===== config.mk =====
export PLATFORM = sky130hd
export DESIGN_NAME = hc194_seq_ctrl_flat
export DESIGN_NICKNAME = d
export VERILOG_FILES = /design/src/rtl/hc194_seq_ctrl_if.sv /design/src/rtl/hc194_seq_ctrl.sv /design/src/flat_wrapper.sv
export SDC_FILE = /design/constraint.sdc
export NUM_CORES = 1
export LEC_CHECK = 0
export BUFFER_PORTS_ARGS = -buffer_cell sky130_fd_sc_hd__buf_2
export CORE_UTILIZATION = 30
export DETAILED_ROUTE_END_ITERATION = 6
export PLACE_DENSITY = 0.48
export SLEW_MARGIN = 20
export SYNTH_ARGS = -nofsm -noshare
export SYNTH_HDL_FRONTEND = slang
export SYNTH_SLANG_ARGS = --single-unit

===== constraint.sdc =====
create_clock -name CP -period 1.95 [get_ports CP]
set_input_delay 0.195 -clock CP [delete_from_list [all_inputs] [get_ports CP]]
set_output_delay 0.195 -clock CP [all_outputs]
set_load 0.03 [all_outputs]

===== src/rtl/hc194_seq_ctrl_if.sv =====
// Command channel for hc194_seq_ctrl: valid/ready handshake plus command fields.
interface hc194_seq_ctrl_if #(
  parameter int CNT_W = 3
);
  logic             cmd_valid;
  logic             cmd_ready;
  logic [0:3]       cmd_data;
  logic             cmd_dir;
  logic             cmd_rot;
  logic             cmd_ser;
  logic [CNT_W-1:0] cmd_cnt;
  logic             cmd_abort;

  modport master (
    output cmd_valid, cmd_data, cmd_dir, cmd_rot, cmd_ser, cmd_cnt, cmd_abort,
    input  cmd_ready
  );

  modport slave (
    input  cmd_valid, cmd_data, cmd_dir, cmd_rot, cmd_ser, cmd_cnt, cmd_abort,
    output cmd_ready
  );
endinterface


===== src/rtl/hc194_seq_ctrl.sv =====
// Command sequencer for one external HC194 4-bit universal shift register.
// Loads a word, shifts it left/right N times (fill or rotate), then returns Q.
module hc194_seq_ctrl #(
  parameter int CNT_W = 3
) (
  input  logic                   CP,
  input  logic                   MR,
  hc194_seq_ctrl_if.slave        cmd,
  output logic [1:0]             S,
  output logic [0:3]             D,
  output logic                   DSR,
  output logic                   DSL,
  input  logic [0:3]             Q,
  output logic                   busy,
  output logic                   done,
  output logic [0:3]             result
);

  typedef enum logic [1:0] {
    IDLE  = 2'd0,
    LOAD  = 2'd1,
    SHIFT = 2'd2,
    DONE  = 2'd3
  } state_t;

  state_t           state;
  logic [CNT_W-1:0] remaining;
  logic [CNT_W-1:0] cnt_l;
  logic [0:3]       data_l;
  logic             dir_l;
  logic             rot_l;
  logic             ser_l;
  logic             ready_q;
  logic             shift_en;

  assign cmd.cmd_ready = ready_q;

  // Sequencer FSM; S, D, busy and ready are registered alongside the state
  // so they always equal the decode of the state they accompany.
  always_ff @(posedge CP or negedge MR) begin
    if (!MR) begin
      state     <= IDLE;
      remaining <= '0;
      cnt_l     <= '0;
      data_l    <= '0;
      dir_l     <= 1'b0;
      rot_l     <= 1'b0;
      ser_l     <= 1'b0;
      done      <= 1'b0;
      result    <= '0;
      S         <= 2'b00;
      D         <= '0;
      busy      <= 1'b0;
      ready_q   <= 1'b1;
      shift_en  <= 1'b0;
    end else begin
      done <= 1'b0;
      if (state != IDLE && cmd.cmd_abort) begin
        state    <= IDLE;
        S        <= 2'b00;
        D        <= '0;
        busy     <= 1'b0;
        ready_q  <= 1'b1;
        shift_en <= 1'b0;
      end else begin
        case (state)
          IDLE: begin
            if (cmd.cmd_valid && ready_q) begin
              data_l  <= cmd.cmd_data;
              dir_l   <= cmd.cmd_dir;
              rot_l   <= cmd.cmd_rot;
              ser_l   <= cmd.cmd_ser;
              cnt_l   <= cmd.cmd_cnt;
              state   <= LOAD;
              S       <= 2'b11;
              D       <= cmd.cmd_data;
              busy    <= 1'b1;
              ready_q <= 1'b0;
            end
          end
          LOAD: begin
            remaining <= cnt_l;
            D         <= '0;
            if (cnt_l == '0) begin
              state <= DONE;
              S     <= 2'b00;
            end else begin
              state    <= SHIFT;
              S        <= dir_l ? 2'b10 : 2'b01;
              shift_en <= 1'b1;
            end
          end
          SHIFT: begin
            remaining <= remaining - CNT_W'(1);
            if (remaining == CNT_W'(1)) begin
              state    <= DONE;
              S        <= 2'b00;
              shift_en <= 1'b0;
            end
          end
          DONE: begin
            result  <= Q;
            done    <= 1'b1;
            state   <= IDLE;
            busy    <= 1'b0;
            ready_q <= 1'b1;
          end
          default: begin
            state    <= IDLE;
            S        <= 2'b00;
            D        <= '0;
            busy     <= 1'b0;
            ready_q  <= 1'b1;
            shift_en <= 1'b0;
          end
        endcase
      end
    end
  end

  // Serial inputs: rotate feeds back the outgoing end bit, otherwise the fill bit.
  always_comb begin
    DSR = 1'b0;
    DSL = 1'b0;
    if (shift_en) begin
      if (rot_l) begin
        DSR = Q[3];
        DSL = Q[0];
      end else begin
        DSR = ser_l;
        DSL = ser_l;
      end
    end
  end

endmodule


===== src/flat_wrapper.sv =====
// flat-port wrapper written by rule: the top's interface ports become plain ports
module hc194_seq_ctrl_flat 
#(
  parameter int CNT_W = 3
)
  (CP, MR, S, D, DSR, DSL, Q, busy, done, result, cmd_cmd_valid, cmd_cmd_data, cmd_cmd_dir, cmd_cmd_rot, cmd_cmd_ser, cmd_cmd_cnt, cmd_cmd_abort, cmd_cmd_ready);
  hc194_seq_ctrl_if #(.CNT_W(CNT_W)) cmd_i ();
  input  logic CP;
  input  logic MR;
  output logic [1:0] S;
  output logic [0:3] D;
  output logic DSR;
  output logic DSL;
  input  logic [0:3] Q;
  output logic busy;
  output logic done;
  output logic [0:3] result;
  input wire logic [$bits(cmd_i.cmd_valid)-1:0] cmd_cmd_valid;
  input wire logic [$bits(cmd_i.cmd_data)-1:0] cmd_cmd_data;
  input wire logic [$bits(cmd_i.cmd_dir)-1:0] cmd_cmd_dir;
  input wire logic [$bits(cmd_i.cmd_rot)-1:0] cmd_cmd_rot;
  input wire logic [$bits(cmd_i.cmd_ser)-1:0] cmd_cmd_ser;
  input wire logic [$bits(cmd_i.cmd_cnt)-1:0] cmd_cmd_cnt;
  input wire logic [$bits(cmd_i.cmd_abort)-1:0] cmd_cmd_abort;
  output wire logic [$bits(cmd_i.cmd_ready)-1:0] cmd_cmd_ready;
  assign cmd_i.cmd_valid = cmd_cmd_valid;
  assign cmd_i.cmd_data = cmd_cmd_data;
  assign cmd_i.cmd_dir = cmd_cmd_dir;
  assign cmd_i.cmd_rot = cmd_cmd_rot;
  assign cmd_i.cmd_ser = cmd_cmd_ser;
  assign cmd_i.cmd_cnt = cmd_cmd_cnt;
  assign cmd_i.cmd_abort = cmd_cmd_abort;
  assign cmd_cmd_ready = cmd_i.cmd_ready;
  hc194_seq_ctrl #(.CNT_W(CNT_W)) u_core (.CP(CP), .MR(MR), .cmd(cmd_i), .S(S), .D(D), .DSR(DSR), .DSL(DSL), .Q(Q), .busy(busy), .done(done), .result(result));
endmodule

Yosys cells after proc, flatten, opt, wreduce, memory -nomap -nowiden
Cells that the tools add are included.

Output and inout port bits: 15. Logic and storage cells: 71. Register bits: 25.

Muxes and demuxes: 31. Add/subtract/negate cells: 1. Reductions and logical operators: 18. Bitwise logic cells: 1. Equality and inequality tests: 7.

Operators by type and width (number): $mux 2 (8); $mux 1 (14); $reduce_and 2->1 (5); $reduce_and 3->1 (3); $reduce_bool 3->1 (3); $mux 4 (2); $pmux 2 s4 (1); $pmux 4 s2 (1); $ne 3x1->1 const B (2); $pmux 1 s2 (3); $pmux 2 s3 (1); $pmux 3 s2 (1); $eq 2x2->1 const B (2); $reduce_bool 2->1 (2); $reduce_bool 4->1 (1); $eq 3x1->1 const B (1); $logic_not 3->1 (1); $ne 3x2->1 const B (1); $sub 3x1->3 const B (1); $eq 2x1->1 const B (1); $logic_and 1x1->1 (2); $logic_not 2->1 (1); $not 1->1 (1).

Logic depth before layout (Yosys ltp)
Depth in word-level cells: 4. Mapped depth: 7. Gate-level depth less buffers: 6.

Worst setup path after synthesis
No wires, ideal clock.

Path kind: reg2reg. From: reg u_core.state[0]. To: reg u_core.ready_q (netlist: u_core.cmd.cmd_ready). Cell stages (with the launch flop): 5. Slack: 0.418 ns. Data arrival time: 1.455 ns. Buffers on the path: 0. Setup time: 0.077 ns. Cell sequence: dfrtp_1 inv_1 ha_1 or4_1 o21a_1.

Word-level cells in the longest chain between the ends: 4.

Ends and longest elaborated chain: start: declaration (line hc194_seq_ctrl.sv:26) `state_t state;`; start signal: assignment (line hc194_seq_ctrl.sv:42) `state <= IDLE;`; start signal: assignment (line hc194_seq_ctrl.sv:59) `state <= IDLE;`; start signal: assignment (line hc194_seq_ctrl.sv:74) `state <= LOAD;`; $reduce_bool 2->1 (line hc194_seq_ctrl.sv:58) `if (state != IDLE && cmd.cmd_abort) begin`; $logic_and 1x1->1 (line hc194_seq_ctrl.sv:58); $ne 3x1->1 (no line) or $reduce_bool 3->1 (tied branches); $reduce_and 2->1 (no line); end signal: assignment (line hc194_seq_ctrl.sv:54) `ready_q <= 1'b1;`; end signal: assignment (line hc194_seq_ctrl.sv:63) `ready_q <= 1'b1;`; end signal: assignment (line hc194_seq_ctrl.sv:78) `ready_q <= 1'b0;`; end: declaration (line hc194_seq_ctrl.sv:33) `logic ready_q;`.

Several ways; a longest one is shown, not always the timed one. A chain may end at the register's enable or synchronous reset.

Worst setup path after layout
Same ends and word-level chain as after synthesis.

==> out/results.tsv <==
metric	value	unit
initial antenna violation count	0	
CP Class	reg2reg	
Initial Util	0.316	
CTS buffer count	3	
Final Instance Area	1580	sq um
DRT Pass-1 Iters	4	
placed inst area	1510	sq um
post-synthesis instance area	1280	sq um
Num Clock Sinks	25	
crit path launch type	flop	
Core Util, Final	0.388	
CP cell instances	inv_1 > ha_1 > nor2b_1 > or4_1 > o21a_1	
Diodes inserted	0	
CTS tree	done	
DRT iter0 DRCs	31	
flops & latches, synth	25	
Min Hold Slack	155	ps
Reg area	627	sq um
Antenna Violating Nets Remaining	0	
Final HPWL DP	2030	microns
Max IR drop VDD	606	uV
Pwr Density	1800	nW/um^2
fin crit share	0.928	
FP Rows	23	
number of global-route vias before repair	1016	
drt total wl	2650	microns
Yosys cell types	32	
Slowest-stage cell, CP	or4_1	
fmax	0.552	GHz
via/cell ratio	4.97	
family with the most delay on the worst path	simple AND/OR/NAND/NOR gates	
layout cells sized above 1	0.342	
Final Hold Vio Count	0	
dominant synthesized flop cell	dfrtp_1	
CP Depth	5	
r2r worst-path depth	5	
R2R Path Start	u_core.state[0]$_DFFE_PN0P_	
CP endpoint kind	flop	
worst clock skew	1.17	ps
Overflow after GRT	0	
RSZ-0062 raised after global routing	no	
Final GP Congestion	0.902	
port buffer count	32	
IO Pins	33	
TNS Setup	0	ps
H-tree levels	1	
Die H	67.4	microns
Mapped Cells	118	
leading area contributor after synthesis	dfrtp_1	
worst hold path cell count	2	
register area share after synthesis	0.488	
Worst Hold Launch	Q[2]	
Final #Nets	181	
minimum clock period	1810	ps
Via Count	1018	
Mapped Avg Cell Area	10.9	sq um
Buf/Inv on CP	1	
Worst Slack Setup Final	140	ps
die area	4540	sq um
FFs w/ async S/R, synth	1.00	
Global Route Usage Sum	0.138	
status	complete, no violations	
Post-synth EDFFs	0	
worst hold path type	in2reg	
Relative slew margins	0.623	
Largest stage delay, worst path	530	ps
synth warn	0	
Core ar.	4060	sq um
die width	67.4	microns
CP Max Fanout	8	
Post-Syn Nets	143	
Reg clk slew, reported paths	80	ps
Slew Viols, Final	0	
Critical Path RT	2150	ps
final count of negative-setup-slack endpoints	0	
CP startpoint	u_core.state[0]$_DFFE_PN0P_	
pin count of the biggest net entering global routing	26	
largest cells by area after synthesis	dfrtp_1, mux2_2, ha_1	
FILL cells	417	
number of max-cap violations	0	
Critical Path AT	2010	ps
first-pass GRT wire length	4690	microns
worst skew pair latency	260	ps
footprint of the multi-input gates	629	sq um
worst-margin pin slew	566	ps
Residual DRC	0	
area grow syn2layout	22.7	%
DR WL/cell	12.9	microns
DP Worst Slack	121	ps
clock tree buffer depth	2	
CTS Root Cell	clkbuf_8	
top-area cell type share of the netlist area	0.468	
leakage power	0.749	nW
-- sequential cells by signal (all words and copies together) (netlist names) --
name and count:
u_core.result 4, u_core.busy 1, u_core.remaining 3, u_core.ser_l 1
u_core.S 2, u_core.cmd.cmd_ready 1, u_core.done 1, u_core.cnt_l 3
u_core.rot_l 1, u_core.shift_en 1, u_core.state 2, u_core.D 4
u_core.dir_l 1
-- area by class of cell --
| class | instances | share of cell area |
|---|---|---|
| tap | 50 | 0.0397 |
| clock buffer | 4 | 0.0286 |
| inverter | 7 | 0.0167 |
| multi-input combinational | 84 | 0.400 |
| timing repair buffer | 35 | 0.118 |
| sequential | 25 | 0.398 |
-- timing repair --
action,CTS,global route
hold buffers,1,0
hold endpoints to repair,24,0
buffers inserted,0,0
resized for setup,0,1
endpoints found under the setup margin,0,2
-- layout by cell type (no fill, tap or decap), drive strengths merged, types with 2 or more instances in the layout --
cell and instances:
a21oi 6, o21ai 11, a2111oi 2, mux2i 2, dfrtp 24, clkbuf 4, nand2 15, inv 7
and2 2, nor2b 3, nand2b 4, ha 7, buf 34, o2bb2ai 2, a32oi 4, a211oi 2
nor2 5, mux2 10
-- worst reg2reg max path, cell delays in order, from the launching register on --
cell     delay (ps)
dfrtp_1         430
inv_1           160
ha_1            330
nor2b_1         180
or4_1           530
o21a_1          130
-- cells in the mapped netlist, types with 2 or more instances --
master and count:
dfrtp_1 24, nand2_1 15, mux2_2 10, o21ai_0 10, ha_1 7, inv_1 7
a21oi_1 5, nor2_1 5, a32oi_1 4, nand2b_1 3, nor2b_1 3, a211oi_1 2
and2_1 2, mux2i_1 2, o2bb2ai_1 2
-- stage by stage --
| stage | power, mW | std cells |
|---|---|---|
| finish | 2.84 | 205 |
| global route | 3.11 | 205 |
| CTS | 2.85 | 205 |
| detailed placement | 2.54 | 200 |
| global placement | 2.50 | 200 |
| floorplan | 2.12 | 118 |
-- final timing paths --
path | endpoint | slack (ps)
worst min-delay path | u_core.result[2]$_DFFE_PN0P_ | 150
worst max-delay path | u_core.cmd.cmd_ready$_DFFE_PN1P_ | 140
worst max register to register | u_core.cmd.cmd_ready$_DFFE_PN1P_ | 140
min in group asynchronous | u_core.remaining[0]$_DFFE_PN0P_ | 470
max in group asynchronous | u_core.cmd.cmd_ready$_DFFE_PN1P_ | 1110
worst min register to register | u_core.remaining[1]$_DFFE_PN0P_ | 480
-- power breakdown --
group / leakage [nW] / total, mW / switching [mW] / internal, mW
Combinational: 0.422 / 1.57 / 0.931 / 0.634
Clock: 0.0228 / 0.300 / 0.154 / 0.146
Sequential: 0.304 / 0.974 / 0.195 / 0.779
-- cell families after synthesis --
logic type,share of synthesized area
flops,0.488
fa+ha+maj,0.0682
mux,0.103
compound gates,0.168
buf+inv,0.0273
simple gates,0.145
-- metal layers --
layer / track usage / vias to the layer above / routed length [microns]
met4: 0.0505 / 0 / 39
met5: 0 / - / 0
met2: 0.220 / 40 / 1210
met1: 0.185 / 476 / 1240
met3: 0.0270 / 5 / 158
li1: - / 497 / -
Note: power is estimated with default switching activity, not from simulation.
